### src/rtl/ctrl_pkg.sv
// Shared types for the WISC decode-stage control unit: control bundle, opcodes, halt FSM states.
package ctrl_pkg;

    localparam int unsigned OPC_W = 4;
    localparam int unsigned REG_W = 4;

    localparam logic [OPC_W-1:0] OPC_ADD    = 4'h0;
    localparam logic [OPC_W-1:0] OPC_SUB    = 4'h1;
    localparam logic [OPC_W-1:0] OPC_XOR    = 4'h2;
    localparam logic [OPC_W-1:0] OPC_RED    = 4'h3;
    localparam logic [OPC_W-1:0] OPC_SLL    = 4'h4;
    localparam logic [OPC_W-1:0] OPC_SRA    = 4'h5;
    localparam logic [OPC_W-1:0] OPC_ROR    = 4'h6;
    localparam logic [OPC_W-1:0] OPC_PADDSB = 4'h7;
    localparam logic [OPC_W-1:0] OPC_LW     = 4'h8;
    localparam logic [OPC_W-1:0] OPC_SW     = 4'h9;
    localparam logic [OPC_W-1:0] OPC_LLB    = 4'hA;
    localparam logic [OPC_W-1:0] OPC_LHB    = 4'hB;
    localparam logic [OPC_W-1:0] OPC_B      = 4'hC;
    localparam logic [OPC_W-1:0] OPC_BR     = 4'hD;
    localparam logic [OPC_W-1:0] OPC_PCS    = 4'hE;
    localparam logic [OPC_W-1:0] OPC_HLT    = 4'hF;

    typedef struct packed {
        logic             valid;
        logic [OPC_W-1:0] opc;
        logic [REG_W-1:0] dst;
        logic             reg_dst;
        logic             alu_src;
        logic             mem_read;
        logic             mem_write;
        logic             mem_to_reg;
        logic             reg_write;
        logic             lower;
        logic             higher;
        logic             ben;
        logic             br;
        logic             pcs;
        logic             halt;
    } ctrl_t;

    typedef enum logic [1:0] {
        ST_RUN    = 2'd0,
        ST_DRAIN  = 2'd1,
        ST_HALTED = 2'd2
    } state_e;

    localparam ctrl_t CTRL_BUBBLE = '0;

endpackage

### src/rtl/ctrl_decode.sv
// Combinational instruction decoder: control bundle plus the register sources the instruction reads.
module ctrl_decode
    import ctrl_pkg::*;
(
    input  logic [15:0]      instr,
    output ctrl_t            ctrl,
    output logic [REG_W-1:0] src_a,
    output logic [REG_W-1:0] src_b,
    output logic             src_a_used,
    output logic             src_b_used
);

    logic [OPC_W-1:0] opc;
    logic [REG_W-1:0] rd;
    logic [REG_W-1:0] rs;
    logic [REG_W-1:0] rt;

    assign opc = instr[15:12];
    assign rd  = instr[11:8];
    assign rs  = instr[7:4];
    assign rt  = instr[3:0];

    always_comb begin
        ctrl       = CTRL_BUBBLE;
        ctrl.valid = 1'b1;
        ctrl.opc   = opc;
        ctrl.dst   = rd;
        src_a      = rs;
        src_b      = rt;
        src_a_used = 1'b0;
        src_b_used = 1'b0;
        case (opc)
            OPC_ADD, OPC_SUB, OPC_XOR, OPC_RED, OPC_PADDSB: begin
                ctrl.reg_dst   = 1'b1;
                ctrl.reg_write = 1'b1;
                src_a_used     = 1'b1;
                src_b_used     = 1'b1;
            end
            OPC_SLL, OPC_SRA, OPC_ROR: begin
                ctrl.reg_dst   = 1'b1;
                ctrl.alu_src   = 1'b1;
                ctrl.reg_write = 1'b1;
                src_a_used     = 1'b1;
            end
            OPC_LW: begin
                ctrl.alu_src    = 1'b1;
                ctrl.mem_read   = 1'b1;
                ctrl.mem_to_reg = 1'b1;
                ctrl.reg_write  = 1'b1;
                src_a_used      = 1'b1;
            end
            OPC_SW: begin
                // Store data comes from rd, so it is a second source.
                ctrl.alu_src   = 1'b1;
                ctrl.mem_write = 1'b1;
                src_a_used     = 1'b1;
                src_b          = rd;
                src_b_used     = 1'b1;
            end
            OPC_LLB, OPC_LHB: begin
                ctrl.reg_dst   = 1'b1;
                ctrl.alu_src   = 1'b1;
                ctrl.reg_write = 1'b1;
                ctrl.lower     = (opc == OPC_LLB);
                ctrl.higher    = (opc == OPC_LHB);
                src_a          = rd;
                src_a_used     = 1'b1;
            end
            OPC_B: begin
                ctrl.ben = 1'b1;
            end
            OPC_BR: begin
                ctrl.ben   = 1'b1;
                ctrl.br    = 1'b1;
                src_a_used = 1'b1;
            end
            OPC_PCS: begin
                ctrl.reg_dst   = 1'b1;
                ctrl.reg_write = 1'b1;
                ctrl.pcs       = 1'b1;
            end
            OPC_HLT: begin
                ctrl.halt = 1'b1;
            end
            default: ;
        endcase
    end

endmodule

### src/rtl/pipe_ctrl_unit.sv
// Decode-stage control: ID/EX bundle register, load-use stall, branch flush and halt drain FSM.
// Optional saturating stall/flush performance counters are built when CTRL_PERF_CNT_EN is defined.
module pipe_ctrl_unit
    import ctrl_pkg::*;
#(
    parameter int unsigned DRAIN_CYCLES = 3,
    parameter int unsigned CNT_W        = 16
) (
    input  logic             clk,
    input  logic             rst_n,
    input  logic             instr_valid,
    input  logic [15:0]      instr,
    input  logic             flush,
    input  logic             ex_memread,
    input  logic [REG_W-1:0] ex_rd,
    output ctrl_t            ctrl_q,
    output logic             stall,
    output logic             pc_hold,
    output logic             halt_done,
    output logic [CNT_W-1:0] stall_cnt,
    output logic [CNT_W-1:0] flush_cnt
);

    localparam int unsigned DCNT_W = 4;

    ctrl_t             dec_ctrl;
    logic [REG_W-1:0]  src_a;
    logic [REG_W-1:0]  src_b;
    logic              src_a_used;
    logic              src_b_used;

    state_e            state_q, state_d;
    logic [DCNT_W-1:0] drain_q, drain_d;
    ctrl_t             ctrl_d;
    logic              pc_hold_q, pc_hold_d;
    logic              halt_done_q, halt_done_d;

    ctrl_decode u_decode (
        .instr      (instr),
        .ctrl       (dec_ctrl),
        .src_a      (src_a),
        .src_b      (src_b),
        .src_a_used (src_a_used),
        .src_b_used (src_b_used)
    );

    // Load-use hazard; register 0 is hardwired and never a dependency.
    assign stall = (state_q == ST_RUN) && instr_valid && !flush && ex_memread
                   && (ex_rd != '0)
                   && ((src_a_used && (src_a == ex_rd)) || (src_b_used && (src_b == ex_rd)));

    always_comb begin
        state_d     = state_q;
        drain_d     = drain_q;
        ctrl_d      = CTRL_BUBBLE;
        case (state_q)
            ST_RUN: begin
                if (!flush && !stall && instr_valid) begin
                    ctrl_d = dec_ctrl;
                    if (dec_ctrl.halt) begin
                        state_d = ST_DRAIN;
                        drain_d = DCNT_W'(DRAIN_CYCLES - 1);
                    end
                end
            end
            ST_DRAIN: begin
                if (drain_q == '0) begin
                    state_d = ST_HALTED;
                end else begin
                    drain_d = drain_q - DCNT_W'(1);
                end
            end
            ST_HALTED: ;
            default:   state_d = ST_RUN;
        endcase
        pc_hold_d   = (state_d != ST_RUN);
        halt_done_d = halt_done_q | (state_q == ST_HALTED);
    end

    always_ff @(posedge clk or negedge rst_n) begin
        if (!rst_n) begin
            state_q     <= ST_RUN;
            drain_q     <= '0;
            ctrl_q      <= CTRL_BUBBLE;
            pc_hold_q   <= 1'b0;
            halt_done_q <= 1'b0;
        end else begin
            state_q     <= state_d;
            drain_q     <= drain_d;
            ctrl_q      <= ctrl_d;
            pc_hold_q   <= pc_hold_d;
            halt_done_q <= halt_done_d;
        end
    end

    assign pc_hold   = pc_hold_q;
    assign halt_done = halt_done_q;

`ifdef CTRL_PERF_CNT_EN
    localparam logic [CNT_W-1:0] CNT_MAX = '1;

    logic [CNT_W-1:0] stall_cnt_q, stall_cnt_d;
    logic [CNT_W-1:0] flush_cnt_q, flush_cnt_d;

    // Saturating event counters; flushes only count while running.
    always_comb begin
        stall_cnt_d = stall_cnt_q;
        flush_cnt_d = flush_cnt_q;
        if (stall && (stall_cnt_q != CNT_MAX)) begin
            stall_cnt_d = stall_cnt_q + CNT_W'(1);
        end
        if (flush && (state_q == ST_RUN) && (flush_cnt_q != CNT_MAX)) begin
            flush_cnt_d = flush_cnt_q + CNT_W'(1);
        end
    end

    always_ff @(posedge clk or negedge rst_n) begin
        if (!rst_n) begin
            stall_cnt_q <= '0;
            flush_cnt_q <= '0;
        end else begin
            stall_cnt_q <= stall_cnt_d;
            flush_cnt_q <= flush_cnt_d;
        end
    end

    assign stall_cnt = stall_cnt_q;
    assign flush_cnt = flush_cnt_q;
`else
    assign stall_cnt = '0;
    assign flush_cnt = '0;
`endif

endmodule

### config.mk
export PLATFORM = sky130hd
export DESIGN_NAME = pipe_ctrl_unit
export DESIGN_NICKNAME = d
export VERILOG_FILES = /design/src/rtl/ctrl_pkg.sv /design/src/rtl/ctrl_decode.sv /design/src/rtl/pipe_ctrl_unit.sv
export SDC_FILE = /design/constraint.sdc
export NUM_CORES = 1
export LEC_CHECK = 0
export CORE_MARGIN = 5
export CORE_UTILIZATION = 41
export DETAILED_ROUTE_END_ITERATION = 16
export PLACE_DENSITY = 0.8
export SLEW_MARGIN = 15
export SYNTH_ARGS = -nofsm -noshare
export SYNTH_HDL_FRONTEND = slang
export SYNTH_SLANG_ARGS = --single-unit
### constraint.sdc
create_clock -name clk -period 3.44 [get_ports clk]
set_input_delay 0.688 -clock clk [delete_from_list [all_inputs] [get_ports clk]]
set_output_delay 0.688 -clock clk [all_outputs]
set_load 0.02 [all_outputs]
**After elaboration in Yosys (flattened, before gate mapping)**

Cells that the tools add are included.

- Flip-flop bits (word level): 29
- Word-level logic and storage cells: 93

- $add $sub $neg: 1
- Equal/unequal tests: 22
- Mux-type cells: 24
- Bitwise logic cells: 1
- Reductions and logical operators: 26

Operator list:

| kind | count |
|---|---|
| 21-bit 2-to-1 mux | 2 |
| 4-bit == test (second input constant) | 8 |
| 4-bit 2-to-1 mux | 5 |
| 4-bit by 3-bit == test with 1-bit output (second input constant) | 4 |
| 13-bit OR reduction | 1 |
| 12-bit OR reduction | 1 |
| 1-bit 2-to-1 mux | 11 |
| 11-bit OR reduction | 1 |
| 1-bit logical AND | 9 |
| 4-bit by 2-bit == test with 1-bit output (second input constant) | 2 |
| 4-bit == test | 2 |
| 4-bit zero test | 2 |
| 2-bit 2-to-1 mux | 4 |
| 4-bit case mux with 2 select lines | 1 |
| 7-bit OR reduction | 1 |
| 2-bit case mux with 3 select lines | 1 |
| 6-bit OR reduction | 1 |
| 4-bit by 1-bit == test with 1-bit output (second input constant) | 1 |
| 2-bit != test (second input constant) | 2 |
| 4-bit AND reduction | 1 |
| 2-bit nonzero test | 2 |
| 4-bit nonzero test | 1 |
| 2-bit OR reduction | 2 |
| 4-bit by 1-bit subtractor with 4-bit output (second input constant) | 1 |
| 7 further kinds | 8 |

**Longest topological paths before layout**

Gate-level depths: netlist of the first run.

- Depth in word-level cells: 13
- Gate-level depth with buffers: 10
- Mapped depth without buffers: 8

**Modules after synthesis**

Synthesis of the first run repeated with hierarchy kept, for this count alone.

- Cells, all modules: 183
- Area, all modules: 1789.2 sq um

By module, submodules not included:

| module | instances | cells each | area an instance (sq um) | seq. area each (sq um) |
|---|---|---|---|---|
| pipe_ctrl_unit | 1 | 136 | 1430.1 | 725.7 |
| ctrl_decode | 1 | 47 | 359.1 | 0.0 |

**Worst setup path after synthesis of the first run**

OpenSTA, ideal clock, no wires.

- Path type: input -> output
- Start point: input port instr[14]
- End point: output port stall
- Arrival: 2.232 ns
- Required time: 2.752 ns
- Path slack: 0.520 ns
- Stages: 9
- Buffers on the path: 3
- Cells stage by stage: buf_2 -> nor4bb_4 -> buf_6 -> mux2_1 -> o22ai_1 -> nor4_2 -> a22oi_4 -> inv_2 -> buf_6

- Cells in the longest elaborated chain, start to end: 7

RTL lines:

| item | line | text |
|---|---|---|
| start, declared | pipe_ctrl_unit.sv:12 | `input logic [15:0] instr,` |
| 4-bit == test | ctrl_decode.sv:32 | `case (opc)` |
| 2-bit OR reduction | -- |  |
| 4-bit 2-to-1 mux | ctrl_decode.sv:32 |  |
| 4-bit == test | pipe_ctrl_unit.sv:50 | `&& ((src_a_used && (src_a == ex_rd)) \|\| (src_b_used && (src_b == ex_rd)));` |
| 1-bit logical AND | pipe_ctrl_unit.sv:50 |  |
| 1-bit logical OR (*) | pipe_ctrl_unit.sv:50 |  |
| 1-bit logical AND (*) | pipe_ctrl_unit.sv:50 |  |
| end, declared | pipe_ctrl_unit.sv:17 | `output logic stall,` |

Every way passes the cells marked *; elsewhere a longest branch is shown, timed or not.

**Worst setup path in the final report of the first run**

- Start point: input port instr[12]
- End point: output port stall

Same word-level chain as after synthesis.

==> metrics, run 1 <==
max-cap violation count=0; pre-CTS WS=-0.275 ns; top_reg_cell synth=dfrtp_1; initial antenna violation count=0; final worst slack=between 0.15 and 0.2 ns; Critical Path AT=2.60 ns; Starting Density=between 40 and 50%; synth-to-layout area growth=34.0%; Vias=about 1300; Max VDD drop=around 0.20 mV; FFs w/ async S/R, synth=100%; Worst-Skew Late Latency=roughly 0.27 ns; Setup crit end kind=output pin; Setup CP Type=input pin to output pin; H-tree levels=1; nature of the critical path startpoint=input pin; Yosys top cell area share=41.1%; vias in the first global route=1347; CTS Hold Bufs=0; GPL Wtd Cong=about 0.89; global-route wire length before repair=roughly 6000 um; detailed placement HPWL=between 2000 and 3000 um; status=finished, final reports clean; Die Y-Extent=between 70 and 80 um; most frequent cells in the layout=clkdlybuf4s50_1, conb_1, dfrtp_1; RSZ-0062 raised after global routing=false; mapped cell area=approximately 1700 sq um; post-synthesis sequential area ratio=roughly 40%; library cells used by synthesis=40; WP data required=2.75 ns; final worst-path cycle share=between 90% and 100%; fillers=about 370; row cnt=23; diodes inserted=0; WL final=around 3600 um; crit path time final=~3.3 ns; commonest non-fill, non-tap cell in the layout=clkdlybuf4s50_1; EDFF count, synth=0; CTS Buf Count=3; fin nets=approximately 260; DRT iter0 DRCs=approximately 120; clk root buf=clkbuf_8; Power Density=287 nW/um^2; WL per Instance=between 10 and 15 um; Hold WC Path Type=flop to flop; Mapped Cells=169; ratio of cells with drive above 1 in the final layout=17.5%; Max Slew Vio Count=0; timing-limited maximum frequency=between 0.3 and 0.4 GHz; flops & latches, synth=28; gr ovfl total=0; area leader, netlist=dfrtp_1; Initial DRT Pass Iterations=4; # setup viols final=0; largest net degree at the start of global routing=29; Yosys warning count=0; Synth area leaders=dfrtp_1, buf_4, mux2i_1, and3_1, a211oi_2; total power=0.656 mW; critical path peak fanout=7; remaining antenna violation count after routing=0; Avg Inst Size Synth=around 10 sq um; P_leak=roughly 1.1 nW; Chip Width=between 70 and 80 um; skew final=0.00375 ns; All-Layer GR Usage=a little over an eighth; IO Count=81; setup TNS=0 ns; Longest Clk Path Bufs=2; total core area=a little over 4000 sq um; Port Buffers=between 40 and 50; final hold violation count=0; clock-pin slew on the worst setup and hold paths=about 0.090 ns; CTS tree=built; Clock Sinks=28; Die Area=~5600 sq um; drc violations=0; Via density=4.72
-- logic make-up (layout without fill, tap and decap cells) --
| family | count (synthesis) | after routing | synth area share (%) |
|---|---|---|---|
| buffers and inverters | 49 | 83 | 19.1 |
| and+or+nand+nor | 59 | 59 | 22.5 |
| DFF | 28 | 28 | 41.1 |
| muxes | 8 | 8 | 4.77 |
| adders and majority gates | 2 | 2 | 1.47 |
| other | 1 | 32 | 0.220 |
| xor gates and xnor gates | 4 | 4 | 2.05 |
| AOI/OAI and AO/OA | 18 | 18 | 8.87 |
-- metrics by stage --
step                      area, sq um  hold WS (ns)  utilization (%)  instances
after global routing             2290         0.506             56.8        284
final                            2290         0.480             56.8        284
after CTS                        2290         0.485             56.9        284
after global placement           2240         0.450             55.6        280
after floorplan                  1820         0.392                -        200
after detailed placement         2240         0.462             55.6        280
-- cells in the mapped netlist (2+ instances only) --
library cell  instances
a211oi_2              3
or4_1                 2
buf_2                 2
and3_1                8
o21ai_0               2
buf_4                33
nand2_1              10
nor4_2                3
mux2i_1               7
xnor2_1               4
ha_1                  2
nand2b_1              6
o22ai_1               2
inv_1                 7
nor3_2                3
o31ai_1               2
nor2_1                8
nor3_1                2
buf_6                 2
a21oi_1               2
clkbuf_1              3
a22oi_1               2
nor2b_1               2
nand3_1               5
nand3b_1              3
inv_2                 2
nor4_1                2
dfrtp_1              28
-- power by group --
part           switching, mW  total (mW)  internal [mW]
combinational         0.0737       0.125         0.0513
clock                  0.100       0.203          0.102
sequential                 0       0.329          0.329
-- flip-flops by register name (all words and copies together) (netlist names) --
register / count
pc_hold: 1
state_q: 2
drain_q: 4
ctrl_q: 20
halt_done: 1
-- critical path, stage by stage --
cell and delay (ns):
clkdlybuf4s50_1 0.48, nor4bb_4 0.28, buf_4 0.20, mux2_1 0.32, o22ai_1 0.17, nor4_2 0.07, a22oi_4 0.19, inv_2 0.05
clkbuf_2 0.15
-- final timing paths --
kind / start / to / slack, ns / depth (start not counted)
max: instr[12] / stall / 0.16 / 9
min: halt_done$_DFF_PN0_ / halt_done$_DFF_PN0_ / 0.48 / 1
max reg2reg: state_q[0]$_DFF_PN0_ / drain_q[1]$_DFFE_PN0P_ / 1.36 / 6
min reg2reg: halt_done$_DFF_PN0_ / halt_done$_DFF_PN0_ / 0.48 / 1
max in group asynchronous: rst_n / ctrl_q[20]$_DFF_PN0_ / 2.37 / 2
min in group asynchronous: rst_n / ctrl_q[13]$_DFF_PN0_ / 0.80 / 2
-- cell type report --
class / instances / area [sq um] / share of cell area, %
flip-flops and latches: 28 / 701 / 30.6
clock buffers: 4 / 55.1 / 2.41
well taps: 50 / 62.6 / 2.74
repair buffers: 70 / 638 / 27.9
inverters: 9 / 33.8 / 1.48
multi-input cells: 123 / 797 / 34.8
-- what timing repair did --
| action | in CTS | in global routing |
|---|---|---|
| cloned | 0 | 0 |
| setup buffers | 0 | 0 |
| setup endpoints to repair | 1 | 1 |
| resized for setup | 4 | 1 |
-- metal layers --
layer | routed length, um | GRT usage (%) | vias to the layer above
li1 | - | - | 649
met1 | 1490 | 17.5 | 612
met2 | 1710 | 23.2 | 78
met3 | 384 | 1.76 | 2
met4 | 15 | 5.34 | 0
met5 | 0 | 0 | -
(Power assumes the default switching activity.)
==> run 2: changes to the inputs <==
- SKIP_CTS_REPAIR_TIMING: not set -> 1
==> run 2 against run 1 <==
  * Setup slack worse by 0.034 ns
  * Global-route usage unchanged
  * Combinational power hardly changed
  * Non-clock buffer count is 1 higher
  * Clock power is essentially flat
  * First-iteration DRC count fell by 11%
  * Largest cell class unchanged
  * Highest routed layer unchanged
==> metrics, run 2 (synthesis results as in run 1) <==
detailed placement HPWL=2900 um (unchanged); worst hold path depth=1 (unchanged); Die Y-Extent=74.5 um (unchanged); Chip Width=74.5 um (unchanged); skew final=0.00377 ns (+0.0000192 ns); vias in the first global route=1343 (-0.30%); initial antenna violation count=0 (unchanged); critical path peak fanout=7 (unchanged); fin nets=263 (+0.38%); Setup crit end kind=output pin; Crit-path slowest cell=clkdlybuf4s50_1; final worst slack=0.122 ns (-0.0339 ns); clock-pin slew on the worst setup and hold paths=0.09 ns (about the same); crit path time final=3.32 ns (+0.0339 ns); Longest Clk Path Bufs=2 (unchanged); final std cells w/o fill=285 (+0.35%); Max VDD drop=0.200 mV (-0.13%); Setup CP Type=input pin to output pin; All-Layer GR Usage=13.6% (unchanged); Clock Sinks=28 (unchanged); total core area=4030 sq um (unchanged); diodes inserted=0 (unchanged); Worst-Skew Late Latency=0.27 ns (about the same); biggest regs=ctrl_q (20), drain_q (4), state_q (2); R2R Path Start=state_q[0]$_DFF_PN0_; ratio of cells with drive above 1 in the final layout=17.4% (-0.075 points); fillers=364 (-2.4%); P_leak=1.15 nW (+3.4%); Final Instance Area=2310 sq um (+1.1%); most frequent cells in the layout=clkdlybuf4s50_1, conb_1, dfrtp_1; Power Density=284 nW/um^2 (-0.98%); WP buf/inv=4 (unchanged); # setup viols final=0 (unchanged); WP data required=2.75 ns (about the same); commonest non-fill, non-tap cell in the layout=clkdlybuf4s50_1; Via density=4.67 (-1.0%); reg2reg end=drain_q[1]$_DFFE_PN0P_; pre-CTS WS=-0.275 ns (unchanged); global-route wire length before repair=5940 um (+0.10%); timing-limited maximum frequency=0.301 GHz (-1.0%); Worst R2R Path Depth=6 (unchanged); most flop-heavy register=ctrl_q; total power=0.657 mW (+0.16%); hold endpoint=halt_done$_DFF_PN0_; Largest delay share family, worst path=buffers and inverters; drc violations=0 (unchanged); Starting Density=42.4% (unchanged); final worst-path cycle share=96.4% (+0.99 points); GPL Wtd Cong=0.888 (unchanged); Die Area=5550 sq um (unchanged); clk root buf=clkbuf_8; CTS tree=built; row cnt=23 (unchanged); Largest register FFs=20 (unchanged); status=finished, final reports clean; WL final=3600 um (about the same); Vias=1332 (-0.67%); slack of the worst reg-to-reg path=1.36 ns (about the same); IO Count=81 (unchanged); WL per Instance=12.6 um (-0.30%); max-cap violation count=0 (unchanged); nature of the critical path startpoint=input pin; Initial DRT Pass Iterations=4 (unchanged); Critical Path AT=2.63 ns (+0.03 ns); Inst Count DP=280 (unchanged); Port Buffers=48 (unchanged); DRT iter0 DRCs=106 (-11%); final hold violation count=0 (unchanged); Hold WC Path Type=flop to flop; max incr delay on CP=0.48 ns (about the same); remaining antenna violation count after routing=0 (unchanged); Hold Crit Start=halt_done$_DFF_PN0_; Max Slew Vio Count=0 (unchanged); RSZ-0062 raised after global routing=false; largest net degree at the start of global routing=29 (unchanged); gr ovfl total=0 (unchanged); H-tree levels=1 (unchanged); synth-to-layout area growth=35.6%; CP cell instances=clkdlybuf4s50_1 -> nor4bb_4 -> buf_6 -> mux2_1 -> o22ai_1 -> nor4_2 -> a22oi_4 -> inv_2 -> dlymetal6s2s_1; CTS Buf Count=3 (unchanged); dpl cell area=2240 sq um (unchanged)
run 2: routing by layer:
metal	up-vias	global-route usage [%]	routed length, um
met3	2	1.76	329
met4	0	5.34	15
li1	650	-	-
met1	616	17.5	1520
met5	-	0	0
met2	64	23.2	1730
run 2: metrics by stage:
step | setup TNS [ns] | hold WS (ns) | util, %
floorplan | 0 | 0.392 | -
global placement | -0.218 | 0.450 | 55.6
detailed placement | -0.275 | 0.462 | 55.6
CTS | -0.287 | 0.485 | 57.0
global route | 0 | 0.506 | 57.4
finish | 0 | 0.480 | 57.4
run 2: worst max path at each step:
stage / startpoint / end / slack, ns / depth (start not counted)
global placement: instr[14] / stall / -0.22 / 9
CTS: instr[14] / stall / -0.29 / 9
global route: instr[12] / stall / 0.006 / 9
floorplan: instr[14] / stall / 0.52 / 9
detailed placement: instr[13] / stall / -0.27 / 9
finish: instr[12] / stall / 0.12 / 9
run 2: cell type report:
type / count / area [sq um] / share of cell area (%)
Inverter: 9 / 33.8 / 1.46
Clock buffer: 4 / 55.1 / 2.38
Tap cell: 50 / 62.6 / 2.70
Timing Repair Buffer: 71 / 664 / 28.7
Multi-Input combinational cell: 123 / 797 / 34.5
Sequential cell: 28 / 701 / 30.3
run 2: power by group:
group / total [mW] / switching, mW / internal [mW]
combinational: 0.126 / 0.0738 / 0.0526
clock: 0.202 / 0.0997 / 0.102
sequential: 0.329 / 0 / 0.329
==> run 3: changes to the inputs <==
==> constraint.sdc (replaced) <==
create_clock -name clk -period 3.44 [get_ports clk]
set_input_delay 0.344 -clock clk [delete_from_list [all_inputs] [get_ports clk]]
set_output_delay 0.344 -clock clk [all_outputs]
set_load 0.02 [all_outputs]
==> run 3 against run 2 <==
  * Cell count down 5.6%
  * Non-clock buffer count decreased by 16
  * Sequential share of layout area increased by 1.7 points
  * Wire length grew 2.8%
  * Via count fell by 2.9%
  * Combinational power down 6%
  * Utilization shrank 3.1 points
  * Worst hold slack worse by 0.042 ns
  * Flip-flop and latch count is the same
  * Largest cell class unchanged
==> metrics, run 3 (synthesis results as in run 1) <==
status=finished, final reports clean; Clock Sinks=28 (unchanged); IO Count=81 (unchanged); Chip Width=74.5 um (unchanged); ratio of cells with drive above 1 in the final layout=11.9% (-5.6 points); timing-limited maximum frequency=0.305 GHz (+1.1%); skew final=0.00449 ns (+0.000726 ns); Finished Core Util=54.3% (-3.1 points); Starting Density=42.4% (unchanged); Die Area=5550 sq um (unchanged); # setup viols final=0 (unchanged); Port Buffers=48 (unchanged); worst rel slew slack=59.7%; detailed placement HPWL=2990 um (+3.4%); Largest register FFs=20 (unchanged); critical path peak fanout=9 (+2); Longest Clk Path Bufs=2 (unchanged); RSZ-0062 raised after global routing=false; final worst-path cycle share=95.4% (-1.1 points); max-cap violation count=0 (unchanged); Critical Path AT=2.94 ns (+0.31 ns); H-tree levels=1 (unchanged); Power Density=295 nW/um^2 (+3.7%); clock-pin slew on the worst setup and hold paths=0.09 ns (about the same); total core area=4030 sq um (unchanged); Vias=1293 (-2.9%); Via density=4.81 (+2.8%); Final Instance Area=2190 sq um (-5.4%); Die Y-Extent=74.5 um (unchanged); drc violations=0 (unchanged); WL per Instance=13.8 um (+8.9%); most frequent cells in the layout=clkdlybuf4s50_1, conb_1, dfrtp_1; Inst Count DP=265 (-5.4%); final std cells w/o fill=269 (-5.6%); pre-CTS WS=0.172 ns (+0.447 ns); Setup crit end kind=output pin; All-Layer GR Usage=13.6% (-0.060 points); CTS Buf Count=3 (unchanged); Initial DRT Pass Iterations=4 (unchanged); DRT iter0 DRCs=80 (-25%); final hold violation count=0 (unchanged); remaining antenna violation count after routing=0 (unchanged); WP data required=3.10 ns (+0.35 ns); CTS tree=built; initial antenna violation count=0 (unchanged); dpl cell area=2130 sq um (-5.0%); global-route wire length before repair=5860 um (-1.4%); diodes inserted=0 (unchanged); GPL Wtd Cong=0.883 (-0.55%); Worst-Skew Late Latency=0.27 ns (about the same); Hold WC Path Type=input pin to asynchronous set/reset pin; clk root buf=clkbuf_8; row cnt=23 (unchanged); Max Slew Vio Count=0 (unchanged); total power=0.645 mW (-1.9%); fin nets=247 (-6.1%); WHS=0.439 ns (-0.0416 ns); crit path time final=3.28 ns (-0.0364 ns); vias in the first global route=1293 (-3.7%); gr ovfl total=0 (unchanged); commonest non-fill, non-tap cell in the layout=clkdlybuf4s50_1; Slew @ Worst Pin=roughly 0.60 ns; nature of the critical path startpoint=input pin; biggest regs=ctrl_q (20), drain_q (4), state_q (2); largest net degree at the start of global routing=29 (unchanged); setup TNS=0 ns (unchanged); final worst slack=0.159 ns (+0.0364 ns); Max VDD drop=0.222 mV (+11%); WL final=3700 um (+2.8%); P_leak=1.03 nW (-9.8%); most flop-heavy register=ctrl_q; synth-to-layout area growth=28.2%; Setup CP Type=input pin to output pin
-- run 3: cell count changes in the layout (fill, tap and decap cells not counted) --
cell             delta
dlymetal6s2s_1      -3
buf_6               -1
nor4_1              -1
clkdlybuf4s50_1     +3
nor4_2              +1
buf_4              -15
-- run 3: report_power, final --
group | switching (mW) | internal [mW] | leakage (nW)
Combinational | 0.0734 | 0.0452 | 0.630
Sequential | 0 | 0.329 | 0.376
Clock | 0.0955 | 0.102 | 0.0288
-- run 3: final timing paths --
check,from,end,slack [ns],cells after the start
setup / recovery,instr[15],stall,0.16,8
hold / removal,rst_n,ctrl_q[11]$_DFF_PN0_,0.44,2
setup reg to reg,state_q[0]$_DFF_PN0_,drain_q[1]$_DFFE_PN0P_,1.19,5
hold reg to reg,halt_done$_DFF_PN0_,halt_done$_DFF_PN0_,0.49,1
max in group asynchronous,rst_n,ctrl_q[9]$_DFF_PN0_,2.73,2
min in group clk,halt_done$_DFF_PN0_,halt_done$_DFF_PN0_,0.49,1
-- run 3: metal layers --
metal	share of wire (%)	GRT usage, %	vias to the layer above
met3	9.2	2.30	2
met5	0	0	-
met4	0.38	3.95	0
li1	-	-	614
met2	51	24.9	68
met1	40	16.1	609
-- run 3: area by class of cell --
| cell class | count | area (sq um) |
|---|---|---|
| fillers | 391 | 1840 |
| multi-input cells | 123 | 803 |
| flip-flops and latches | 28 | 701 |
| well taps | 50 | 62.6 |
| clock buffers | 4 | 55.1 |
| inverters | 9 | 33.8 |
| repair buffers | 55 | 533 |
-- run 3: critical path: stages --
cell and delay [ns]:
clkdlybuf4s50_1 0.61, nor4bb_4 0.50, mux2_1 0.38, o22ai_1 0.16, nor4_2 0.07, a22oi_4 0.26
inv_2 0.07, clkdlybuf4s50_1 0.54
==> variant 1: new RTL, config.mk and constraints of run 1 <==
Set the parameter `CNT_W` to 12 (it was 16).
--- a/src/rtl/pipe_ctrl_unit.sv
+++ b/src/rtl/pipe_ctrl_unit.sv
@@ -6,3 +6,3 @@
     parameter int unsigned DRAIN_CYCLES = 3,
-    parameter int unsigned CNT_W        = 16
+    parameter int unsigned CNT_W        = 12
 ) (
Interface: changed (resized flush_cnt and stall_cnt); port bits go from 81 to 73. The function was not compared with the original's and may differ.
==> variant 1 against run 1 <==
Critical path type unchanged; synthesized area fell by 3.5%; worst setup slack worse by 15 ps; highest routed layer unchanged; wire length fell by 3.0%; first-iteration DRC count grew 9.2%; sequential power hardly changed; final area fell by 0.60%; register-to-register slack improved by 20 ps; sequential cell count unchanged; power down 1.5%.
==> variant 1: results (changes against run 1) <==
INFO  metric status = finished, final reports clean (unchanged)
INFO  metric via_count_of_the_first_global_routing_pass = 1204 (was 1347)
INFO  metric cts_max_path_buffers = 2 (unchanged)
INFO  metric worst-endpoint-arrival = 2610 ps (was 2600 ps)
INFO  metric ys_seq_area_share = 42.6% (was 41.1%)
INFO  metric cts.htree.levels = 1 (unchanged)
INFO  metric count_of_fill_cells_added_during_filler_insertion = 356 (was 373)
INFO  metric irDropWorstVdd = 171 uV (was 200 uV)
INFO  metric num-nets-final = 256 (was 262)
INFO  metric cellInternalPower = 0.484 mW (was 0.483 mW)
INFO  metric pwr-share-clk = 30.7% (was 30.9%)
INFO  metric placement.cell_area = 0.00222 sq mm (was 0.00224 sq mm)
INFO  metric p_leak = 1.09 nW (was 1.11 nW)
INFO  metric seqPwrFrac = 50.9% (was 50.1%)
INFO  metric clock-skew-final = 2.26 ps (was 3.75 ps)
INFO  metric post-place-ws = -302 ps (was -275 ps)
INFO  metric place.gp.congestion = 0.857 (was 0.888)
INFO  metric drive_above_1_share = 18.9% (was 17.5%)
INFO  metric grt_pass1_wl = 5.64 mm (was 5.93 mm)
INFO  metric gr-usage-all-layers = 13.2% (was 13.6%)
INFO  metric grt_use_met2 = 20.8% (was 23.2%)
INFO  metric post_drt_via_cell_ratio = 4.68 (was 4.72)
INFO  metric synthTopCellsByCount = dfrtp_1 (28), buf_4 (25), nand2_1 (10) (was buf_4 (33), dfrtp_1 (28), nand2_1 (10))
INFO  metric met1_usage = 18.7% (was 17.5%)
INFO  metric firstDrtPassIters = 6 (was 4)
INFO  metric worstSetupStartpoint = instr[14] (was instr[12])
INFO  metric routed_wirelength = 3.49 mm (was 3.60 mm)
INFO  metric post-dp-hpwl = 2.81 mm (was 2.90 mm)
==> variant 1: cell types whose count changed after synthesis, sizes merged <==
cell,before,now
buf,37,29
==> variant 1: cells by family (layout without fill, tap and decap cells) <==
kind of cell,after synthesis,count (layout),synth area share (%)
and+or+nand+nor,59,59,23.3
buffers and inverters,41,85,16.1
DFF,28,28,42.6
AOI/OAI and AO/OA,18,18,9.19
muxes,8,8,4.94
xor gates and xnor gates,4,4,2.13
adders and majority gates,2,2,1.52
other,1,24,0.228
==> variant 1: worst paths after layout <==
check,to,slack [ps],depth (start not counted)
max,stall,140,10
min,halt_done,480,1
max reg2reg,drain_q[1],1380,6
min reg2reg,halt_done,480,1
max in group asynchronous,halt_done,2380,2
min in group asynchronous,ctrl_q[14],800,2
==> variant 1: layout make-up <==
cell class	count	area, sq um	area share [%]
multi-input cells	115	767	33.7
flip-flops and latches	28	701	30.8
well taps	50	62.6	2.75
inverters	9	33.8	1.49
repair buffers	72	654	28.8
clock buffers	4	55.1	2.42
==> variant 1: timing repair <==
| action | CTS | global route |
|---|---|---|
| setup endpoints to repair | 1 | 1 |
| resized for setup | 5 | 0 |
| pin swaps | 1 | 1 |
| setup buffers | 1 | 0 |
==> variant 1: layer usage <==
layer / up-vias / routed length, microns
li1: 640 / -
met5: - / 0
met3: 2 / 296
met1: 604 / 1490
met4: 0 / 27
met2: 56 / 1670
==> variant 1: per-stage QoR <==
stage               total power, mW  std cells  hold slack (ps)
finish                        0.646        278              477
global route                  0.676        278              518
CTS                           0.649        278              490
detailed placement            0.453        273              467
global placement              0.452        273              451
floorplan                     0.417        184              392
==> variant 2: new RTL, settings of run 1 <==
Made on the original files. The 3 states of `state_e` get a one-hot encoding in 3 bits.
--- a/src/rtl/ctrl_pkg.sv
+++ b/src/rtl/ctrl_pkg.sv
@@ -41,6 +41,6 @@
 
-    typedef enum logic [1:0] {
-        ST_RUN    = 2'd0,
-        ST_DRAIN  = 2'd1,
-        ST_HALTED = 2'd2
+    typedef enum logic [2:0] {
+        ST_RUN    = 3'b001,
+        ST_DRAIN  = 3'b010,
+        ST_HALTED = 3'b100
     } state_e;
Behaviour: no difference found for any inputs over 10 cycles, from zero or initial values and one cycle with rst_n low; not proved beyond that.
==> variant 2 against run 1 <==
Final area grew 2.4%; die area rose by 1.8%; sequential cell count increased by 1; wire length fell by 0.58%; sequential power up 4%; power rose by 16%; synthesized area increased by 2.1%; worst setup slack worse by 34 ps.
==> variant 2: results (changes against run 1) <==
INFO  metric post-dp-hpwl = 2.97 mm (was 2.90 mm)
INFO  metric grt_pass1_wl = 5.69 mm (was 5.93 mm)
INFO  metric clock-skew-final = 5.57 ps (was 3.75 ps)
INFO  metric p_leak = 1.09 nW (was 1.11 nW)
INFO  metric status = finished, final reports clean (unchanged)
INFO  metric routedWlPerCell = 12.3 microns (was 12.7 microns)
INFO  metric timing_max_transition_violations_final = 0 (unchanged)
INFO  metric count_of_fill_cells_added_during_filler_insertion = 364 (was 373)
INFO  metric ys_seq_area_share = 41.7% (was 41.1%)
INFO  metric post_cts.repair.setup_buffers = 0 (unchanged)
INFO  metric routed-via-count = 1333 (was 1341)
INFO  metric worstHoldPathCells = 1 (unchanged)
INFO  metric ys_warn_count = 0 (unchanged)
INFO  metric clock-root-buffer = clkbuf_8 (unchanged)
INFO  metric syn-instance-count = 175 (was 169)
INFO  metric worstSetupStartpoint = instr[15] (was instr[12])
INFO  metric dr.first_iter.drc_count = 96 (was 119)
INFO  metric max_slew.worst_pin.slew = between 500 and 600 ps
INFO  metric largestRegisters = ctrl_q (20), drain_q (4), state_q (3) (was ctrl_q (20), drain_q (4), state_q (2))
INFO  metric worst_hold_slack = 464 ps (was 480 ps)
INFO  metric worstReg2RegEnd = ctrl_q[8] (was drain_q[1])
INFO  metric worst-endpoint-arrival = 2630 ps (was 2600 ps)
INFO  metric cpLargestDelayFamily = buffers and inverters (unchanged)
INFO  metric routed_wirelength = 3.58 mm (was 3.60 mm)
INFO  metric drive_above_1_share = 17.1% (was 17.5%)
INFO  metric post_synth_num_cell_types = 44 (was 40)
INFO  metric num-nets-final = 266 (was 262)
INFO  metric synth.area.top_cells = dfrtp_1 (40%), buf_4 (15%), mux2i_1 (4.0%) (was dfrtp_1 (41%), buf_4 (15%), mux2i_1 (4.1%))
INFO  metric pin_count_of_the_biggest_net_entering_global_routing = 30 (was 29)
INFO  metric gr-usage-all-layers = 13.2% (was 13.6%)
INFO  metric place.gp.congestion = 0.844 (was 0.888)
INFO  metric cts_repair_resize_count = 1 (was 4)
INFO  metric min_to = halt_done (unchanged)
INFO  metric largest_fanout_on_the_critical_path = 6 (was 7)
INFO  metric ff2ff_path_depth = 7 (was 6)
INFO  metric crit-reg2reg-launch = state_q[1] (was state_q[0])
INFO  metric cts_buffers = 5 (was 3)
INFO  metric clk_pin_slew = 60 ps (was 90 ps)
INFO  metric placed_cells_incl_taps = 282 (was 280)
INFO  metric firstDrtPassIters = 4 (unchanged)
INFO  metric setup.reg_to_reg.worst_slack = 1500 ps (was 1360 ps)
INFO  metric worst_skew_pair.late_latency = about 280 ps
INFO  metric ys.flop_type = dfrtp_1 (unchanged)
INFO  metric synthTopCellsByCount = buf_4 (34), dfrtp_1 (28), nand2_1 (12) (was buf_4 (33), dfrtp_1 (28), nand2_1 (10))
INFO  metric irDropWorstVdd = 170 uV (was 200 uV)
INFO  metric cts.htree.levels = 2 (was 1)
-- variant 2: cell types whose count changed in the layout (fill, tap and decap cells not counted), sizes merged, moves of 3 or more --
cell | run 1 | this run
nor3 | 5 | 2
and3 | 8 | 1
xnor2 | 4 | 1
buf | 22 | 19
nand4 | 0 | 3
a22oi | 3 | 0
o21ai | 3 | 7
xor2 | 0 | 6
nor2 | 8 | 16
-- variant 2: metrics by stage --
step	worst slack, ps	instance area [sq um]	util [%]
2_1_floorplan	577	1860	-
3_3_place_gp	-184	2240	55.2
3_5_place_dp	-202	2240	55.2
4_1_cts	84.9	2340	57.7
5_1_grt	19.0	2340	57.7
6_report	122	2340	57.7
-- variant 2: power breakdown --
| group | switching (mW) | internal (mW) |
|---|---|---|
| sequential | 0 | 0.341 |
| clock | 0.121 | 0.180 |
| combinational | 0.0709 | 0.0499 |
-- variant 2: logic make-up (layout without fill, tap and decap cells) --
family / Yosys count / count (layout) / synth area share [%]
flops: 29 / 29 / 41.7
xor+xnor: 7 / 7 / 3.52
simple gates: 59 / 59 / 20.2
mux: 7 / 7 / 4.02
compound gates: 21 / 21 / 9.76
fa+ha+maj: 2 / 2 / 1.44
other cells: 1 / 32 / 0.215
buf+inv: 49 / 83 / 19.2
-- variant 2: area by class of cell --
| cell class | instances | area share, % |
|---|---|---|
| clock buffer | 7 | 4.11 |
| timing repair buffer | 67 | 26.6 |
| tap | 50 | 2.67 |
| clock inverter | 1 | 0.214 |
| sequential | 29 | 31.0 |
| inverter | 8 | 1.28 |
| multi-input combinational | 128 | 34.1 |
-- variant 2: layer usage --
layer | track usage (%) | vias up | routed length, microns
met5 | 0 | - | 0
met4 | 4.66 | 0 | 52
met3 | 3.60 | 5 | 372
met2 | 20.7 | 64 | 1600
met1 | 17.6 | 609 | 1550
li1 | - | 655 | -
